--- src/rtl/mem_port_arbiter.sv ---
// mem_port_arbiter: round-robin, burst-bounded arbiter sharing one big-endian 16-bit memory port between two requesters
module mem_port_arbiter #(
  parameter int MAX_BURST = 4
) (
  input  logic        clk,
  input  logic        rst,
  input  logic        req0,
  input  logic        req1,
  input  logic        we0,
  input  logic        we1,
  input  logic [15:0] addr0,
  input  logic [15:0] addr1,
  input  logic [15:0] wdata0,
  input  logic [15:0] wdata1,
  output logic        gnt0,
  output logic        gnt1,
  output logic        rvalid0,
  output logic        rvalid1,
  output logic [15:0] rdata0,
  output logic [15:0] rdata1,
  output logic [15:0] mem_addr,
  output logic [15:0] mem_din,
  output logic        mem_we,
  input  logic [15:0] mem_dout
);
  localparam int CW = (MAX_BURST > 2) ? $clog2(MAX_BURST) : 1;
  localparam logic [CW-1:0] CNT_MAX = CW'(MAX_BURST - 1);

  typedef enum logic [1:0] {IDLE, G0, G1} state_t;

  state_t        state_q, state_d;
  logic [CW-1:0] cnt_q, cnt_d;
  logic          last_q, last_d;
  logic          rvalid0_q, rvalid0_d, rvalid1_q, rvalid1_d;
  logic [15:0]   rdata0_q, rdata0_d, rdata1_q, rdata1_d;
  logic          acc0, acc1, sat;

  // a beat is accepted whenever the granted side is requesting at the edge
  assign acc0 = (state_q == G0) & req0;
  assign acc1 = (state_q == G1) & req1;
  assign sat  = cnt_q == CNT_MAX;

  // next grant: tie from idle goes to the side not served last; burst ends only if the other side waits
  always_comb begin
    state_d = state_q;
    case (state_q)
      IDLE:    state_d = (req0 & req1) ? (last_q ? G0 : G1) : req0 ? G0 : req1 ? G1 : IDLE;
      G0:      state_d = !req0 ? (req1 ? G1 : IDLE) : (sat & req1) ? G1 : G0;
      G1:      state_d = !req1 ? (req0 ? G0 : IDLE) : (sat & req0) ? G0 : G1;
      default: state_d = IDLE;
    endcase
  end

  // burst counter restarts on every new grant and saturates; last tracks the newest owner
  always_comb begin
    cnt_d  = (state_d != state_q && state_d != IDLE) ? '0 :
             ((acc0 | acc1) & !sat) ? cnt_q + 1'b1 : cnt_q;
    last_d = (state_d == G0) ? 1'b0 : (state_d == G1) ? 1'b1 : last_q;
  end

  // read beats capture the combinational memory data and strobe valid for one cycle
  always_comb begin
    rvalid0_d = acc0 & !we0;
    rvalid1_d = acc1 & !we1;
    rdata0_d  = rvalid0_d ? mem_dout : rdata0_q;
    rdata1_d  = rvalid1_d ? mem_dout : rdata1_q;
  end

  // all arbiter state; last resets to R1 so R0 wins the first tie
  always_ff @(posedge clk or posedge rst) begin
    if (rst) begin
      state_q   <= IDLE;
      cnt_q     <= '0;
      last_q    <= 1'b1;
      rvalid0_q <= 1'b0;
      rvalid1_q <= 1'b0;
      rdata0_q  <= '0;
      rdata1_q  <= '0;
    end else begin
      state_q   <= state_d;
      cnt_q     <= cnt_d;
      last_q    <= last_d;
      rvalid0_q <= rvalid0_d;
      rvalid1_q <= rvalid1_d;
      rdata0_q  <= rdata0_d;
      rdata1_q  <= rdata1_d;
    end
  end

  assign gnt0     = state_q == G0;
  assign gnt1     = state_q == G1;
  assign rvalid0  = rvalid0_q;
  assign rvalid1  = rvalid1_q;
  assign rdata0   = rdata0_q;
  assign rdata1   = rdata1_q;
  assign mem_addr = gnt0 ? addr0 : gnt1 ? addr1 : 16'h0000;
  assign mem_din  = gnt0 ? wdata0 : gnt1 ? wdata1 : 16'h0000;
  assign mem_we   = !rst & ((acc0 & we0) | (acc1 & we1));
endmodule

--- config.mk ---
export PLATFORM = sky130hd
export DESIGN_NAME = mem_port_arbiter
export DESIGN_NICKNAME = d
export VERILOG_FILES = /design/src/rtl/mem_port_arbiter.sv
export SDC_FILE = /design/constraint.sdc
export NUM_CORES = 1
export LEC_CHECK = 0
export BUFFER_PORTS_ARGS = -buffer_cell sky130_fd_sc_hd__clkbuf_2
export CORE_MARGIN = 2
export CORE_UTILIZATION = 25
export CTS_CLUSTER_DIAMETER = 60
export CTS_CLUSTER_SIZE = 28
export DETAILED_ROUTE_END_ITERATION = 10
export PLACE_DENSITY = 0.54
export SYNTH_ARGS = -nofsm -noshare
export SYNTH_HDL_FRONTEND = slang
export SYNTH_SLANG_ARGS = --single-unit
--- constraint.sdc ---
create_clock -name clk -period 4.8 [get_ports clk]
set_input_delay 0.96 -clock clk [delete_from_list [all_inputs] [get_ports clk]]
set_output_delay 0.96 -clock clk [all_outputs]
set_load 0.005 [all_outputs]
=== Word-level counts from Yosys, hierarchy flattened ===
Index checks and enable logic that the tools add are counted.

* Output and inout bits: 69
* Logic and storage cells: 54
* Bits in registers: 39
* Input port bits: 86

* Bitwise operators: 13
* Muxes and demuxes: 18
* Eq/ne operators: 6
* $add $sub $neg: 1
* Reduce and logical (&&, ||, !) cells: 9

{| class="wikitable"
|+ Operators by type and width
! operator !! number
|-
| $mux 16 || 4
|-
| $mux 2 || 10
|-
| $and 1x1->1 || 11
|-
| $eq 2x2->1 const B || 3
|-
| $pmux 2 s3 || 1
|-
| $reduce_bool 2->1 || 3
|-
| $eq 2x1->1 const B || 2
|-
| $logic_not 1->1 || 4
|-
| $mux 1 || 3
|-
| $add 2x1->2 const B || 1
|-
| $logic_not 2->1 || 1
|-
| $ne 2x2->1 || 1
|-
| $or 1x1->1 || 2
|-
| $logic_and 1x1->1 || 1
|}

=== Logic depth before layout (Yosys ltp) ===
* Depth in word-level cells: 8
* Mapped depth: 7
* Depth with buffers taken out: 7

=== Least setup slack after synthesis ===
No wires, ideal clock.

* Path type: input to output
* Start: input port req1
* End: output port mem_we
* Slack: 2.485 ns
* Buffers on the path: 0
* Arrival: 1.355 ns
* Cell stages on the path: 3
* Cells stage by stage: and3b_4 > nand2_1 > a21oi_1

* Longest elaborated chain between the ends: 4

{| class="wikitable"
|+ Ends and longest elaborated chain
! element !! RTL line !! text
|-
| start: declaration || 8 || <nowiki>input logic req1,</nowiki>
|-
| $and 1x1->1 || 40 || <nowiki>assign acc1 = (state_q == G1) & req1;</nowiki>
|-
| $and 1x1->1 || 98 || <nowiki>assign mem_we = !rst & ((acc0 & we0) | (acc1 & we1));</nowiki>
|-
| $or 1x1->1 || 98 ||
|-
| $and 1x1->1 || 98 ||
|-
| end: declaration || 23 || <nowiki>output logic mem_we,</nowiki>
|}

No other way between the ends.

=== Worst setup path after layout ===
* Start: register state_q[1]
* End: output port mem_din[6]

* Longest elaborated chain between the ends: 3
* Elaborated cells on any way between the ends: 4
* Classes of those cells: eq/ne: 2; mux: 2

{| class="wikitable"
|+ Ends and longest elaborated chain
! element !! RTL line !! text
|-
| start: declaration || 31 || <nowiki>state_t state_q, state_d;</nowiki>
|-
| start signal: assignment || 80 || <nowiki>state_q <= state_d;</nowiki>
|-
| $eq 2x2->1 || 91 || <nowiki>assign gnt1 = state_q == G1;</nowiki>
|-
| $mux 16 || 97 || <nowiki>assign mem_din = gnt0 ? wdata0 : gnt1 ? wdata1 : 16'h0000;</nowiki>
|-
| $mux 16 * || 97 ||
|-
| end: declaration || 22 || <nowiki>output logic [15:0] mem_din,</nowiki>
|}

Mark *: on every way between the ends. The rest lies on a longest branch, timed or not.

==> impl_metrics.yaml <==
synth:
  synth-simple-area-share_pct: 6.257
  synth_cells: 158
  dominant_combinational_cell_family_by_area_after_synthesis: "multiplexers"
  mappedNetlistArea_um2: 2120
  synth.avg_cell_area_um2: 13.41
  synthMuxAreaShare_pct: 20.19
  yosys_register_bits: 39
  yosys_warnings: 0
  syn_nets: 247
  post_synth_xor_area_fraction_pct: 0.4132
  ys_types: 33
  yosysSeqAreaShare_pct: 46.10
  complex_gate_fraction_of_the_synthesized_area_pct: 19.13
  synthAdderAreaFrac_pct: 1.771
pwr:
  cellInternalPower_uw: 1009
  sequential_cell_fraction_of_total_power_pct: 39.7
  power_per_cell_area_nw_per_um2: 476.9
  power.share.clock_pct: 19.5
  power.share.combinational_pct: 40.8
  irDropWorstVdd_mv: 0.3207
  static-leakage-power_uw: 0.001636
  net-switching-power_uw: 438.3
  switching_share_pct: 30.29
grt:
  number_of_antenna_violations_at_the_first_check_in_global_routing: 0
  pin_count_of_the_biggest_net_entering_global_routing: 40
  grt_pass1_wl_um: 7748
  grt_remaining_overflow: 0
  number_of_global_route_vias_before_repair: 1659
  track_usage_pct: 10.84
cells_and_area:
  num_antenna_cells: 0
  fin_cells: 413
  share_of_post_route_cells_with_drive_strength_above_1_pct: 66.23
  synthToLayoutAreaGrowth_pct: 43.15
  postLayoutCoreUtil_pct: 36.93
  final_net_count: 396
  postLayoutCellArea_um2: 3034
  fill_cell_instance_count_of_the_final_layout: 818
routing:
  viasPerCell: 4.525
  final_routed_drc_violation_total: 0
  total_wire_length_um: 5476
  route.detailed.wl_per_inst_um: 13.26
  drt_pre_antenna_iters: 4
  drt_iter0_markers: 40
  ant_nets: 0
  routed-via-count: 1869
cts:
  tritoncts: "done"
  post_cts.repair.setup_buffers: 0
  cts_inserted_buffers: 5
  clock_insertion_delay_worst_skew_ns: 0.29
  cts_hold_buffers: 0
  clock_transition_time_at_the_flip_flop_clock_pins_of_the_worst_setup_and_hold_paths_ns: 0.07
  cts.sink_count: 39
  cts_resized: 0
  cts.root.buffer_cell: "sky130_fd_sc_hd__clkbuf_8"
  cts_max_level: 2
  cts_max_path_buffers: 2
setup_path:
  critPathCaptureType: "output port"
  criticalPathCategory: "reg -> out"
  critical_path_required_ns: 3.84
  worst-path-max-fanout: 33
  cp.arrival_ns: 2.32
  start_kind: "flop"
timing:
  drv_slew: 0
  fin_crit_ns: 3.275
  worst_slew_margin_rel_pct: 17.32
  finalSetupViolCount: 0
  hold_violations: 0
  min_period_over_period_pct: 68.23
  achievable-frequency_mhz: 305.3
  worst_slew_pin_slew_ns: 1.239
  finClkSkew_ns: 0.003062
  rsz0062_at_grt: "no"
  hold-worst-slack_ns: 0.5119
  fin_tns_setup_ns: 0
floorplanning:
  core.rowCount: 33
  start_util_pct: 25.80
  core_region_area_um2: 8217
  fp.dieH_um: 96.08
  die-area_um2: 9230
  die_width_um: 96.08
  num_io_pins: 155
placed_design:
  hpwlAfterDp_um: 4263
  placedCellCount: 405
  port_buffers: 154
  dpl_cell_area_um2: 2917
  gp_routability_congestion: 0.8187
flow_run:
  cap_viol_max_count: 0
status:
  status: "completed"
hold_path:
  min-delay-path-class: "reg -> reg"
==> metal layers <==
| metal | wire (um) | share of wire (%) | vias up | track usage, % |
|---|---|---|---|---|
| met5 | 0 | 0 | - | 0 |
| met4 | 64 | 1.2 | 0 | 3.571 |
| met3 | 713 | 13 | 7 | 3.837 |
| met2 | 2412 | 44 | 117 | 18.17 |
| met1 | 2285 | 42 | 848 | 12.89 |
| li1 | - | - | 897 | - |
==> power groups by stage <==
stage	clock network, uW	logic, uW	registers [uW]
after floorplan	0	340	571
after global placement	0	593	577
after detailed placement	0	602	578
after CTS	293	602	578
after global routing	304	657	597
final	282	591	574
==> cells in the mapped netlist <==
cell type	count	share of area [%]
sky130_fd_sc_hd__a211oi_1	2	0.71
sky130_fd_sc_hd__a21o_1	1	0.35
sky130_fd_sc_hd__a21oi_1	2	0.47
sky130_fd_sc_hd__a22o_1	32	13
sky130_fd_sc_hd__a22oi_1	1	0.35
sky130_fd_sc_hd__a22oi_2	1	0.59
sky130_fd_sc_hd__and2b_2	2	0.83
sky130_fd_sc_hd__and3b_1	1	0.41
sky130_fd_sc_hd__and3b_4	1	0.59
sky130_fd_sc_hd__and4bb_2	1	0.59
sky130_fd_sc_hd__buf_12	2	1.9
sky130_fd_sc_hd__buf_2	6	1.4
sky130_fd_sc_hd__buf_4	1	0.35
sky130_fd_sc_hd__buf_6	3	1.6
sky130_fd_sc_hd__clkbuf_1	1	0.18
sky130_fd_sc_hd__dfrtp_1	38	45
sky130_fd_sc_hd__dfstp_2	1	1.2
sky130_fd_sc_hd__ha_1	3	1.8
sky130_fd_sc_hd__inv_1	4	0.71
sky130_fd_sc_hd__mux2_2	14	7.4
sky130_fd_sc_hd__mux2_4	18	13
sky130_fd_sc_hd__nand2_1	3	0.53
sky130_fd_sc_hd__nand3_1	2	0.47
sky130_fd_sc_hd__nand4bb_1	1	0.53
sky130_fd_sc_hd__nor2_1	4	0.71
sky130_fd_sc_hd__nor2b_2	1	0.41
sky130_fd_sc_hd__nor2b_4	1	0.65
sky130_fd_sc_hd__o211a_1	3	1.4
sky130_fd_sc_hd__o211ai_1	3	1.1
sky130_fd_sc_hd__o21ai_0	1	0.24
sky130_fd_sc_hd__o31ai_1	2	0.71
sky130_fd_sc_hd__or4bb_1	1	0.53
sky130_fd_sc_hd__xnor2_1	1	0.41
==> final cells by class <==
class                   count  area [um^2]  area share (%)
clock buffers               6        82.58           2.722
clock inverters             2        35.03           1.155
inverters                   4        15.01          0.4948
multi-input cells         102         1015           33.44
flip-flops and latches     39        977.2           32.21
well taps                 105        131.4           4.330
repair buffers            155        778.2           25.65
==> logic make-up after synthesis <==
| family | count (synthesis) |
|---|---|
| adders and majority gates | 3 |
| and+or+nand+nor | 18 |
| buffers and inverters | 17 |
| muxes | 32 |
| AOI/OAI and AO/OA | 48 |
| xor gates and xnor gates | 1 |
| DFF | 39 |
==> worst max-delay path, cell delays in order (launching register included) <==
cell                       delay [ns]
sky130_fd_sc_hd__dfrtp_1         0.53
sky130_fd_sc_hd__inv_1           0.13
sky130_fd_sc_hd__nor2_2          0.94
sky130_fd_sc_hd__a22o_1          0.29
sky130_fd_sc_hd__clkbuf_2        0.12
==> path summary, 6_finish.rpt <==
check | end | from | cells past startpoint | slack, ns
setup / recovery | mem_din[6] | state_q[1]$_DFF_PP0_ | 4 | 1.52
hold / removal | rdata1[9]$_DFFE_PP0P_ | rdata1[9]$_DFFE_PP0P_ | 1 | 0.51
setup reg to reg | rdata0[6]$_DFFE_PP0P_ | state_q[0]$_DFF_PP0_ | 3 | 2.59
hold reg to reg | rdata1[9]$_DFFE_PP0P_ | rdata1[9]$_DFFE_PP0P_ | 1 | 0.51
max in group asynchronous | last_q$_DFFE_PP1P_ | rst | 3 | 3.68
min in group asynchronous | rdata1[9]$_DFFE_PP0P_ | rst | 3 | 0.76
==> registers in the layout (all words and copies together), names as in the netlist <==
| name | cells |
|---|---|
| state_q | 2 |
| rdata0 | 16 |
| cnt_q | 2 |
| rvalid1 | 1 |
| rdata1 | 16 |
| rvalid0 | 1 |
| last_q | 1 |
==> placed cells by master, fill, tap and decap left out, types with 4 or more instances in the layout <==
master / count
sky130_fd_sc_hd__inv_1: 4
sky130_fd_sc_hd__mux2_2: 14
sky130_fd_sc_hd__dfrtp_1: 38
sky130_fd_sc_hd__mux2_4: 18
sky130_fd_sc_hd__a22o_1: 32
sky130_fd_sc_hd__clkbuf_8: 6
sky130_fd_sc_hd__clkbuf_2: 154
==> through the flow <==
| stage | setup slack, ns | power, uW |
|---|---|---|
| floorplan | 2.485 | 910.4 |
| global placement | 1.890 | 1170 |
| detailed placement | 1.826 | 1180 |
| CTS | 1.485 | 1473 |
| global route | 1.308 | 1559 |
| finish | 1.525 | 1447 |
(Power assumes the default switching activity.)
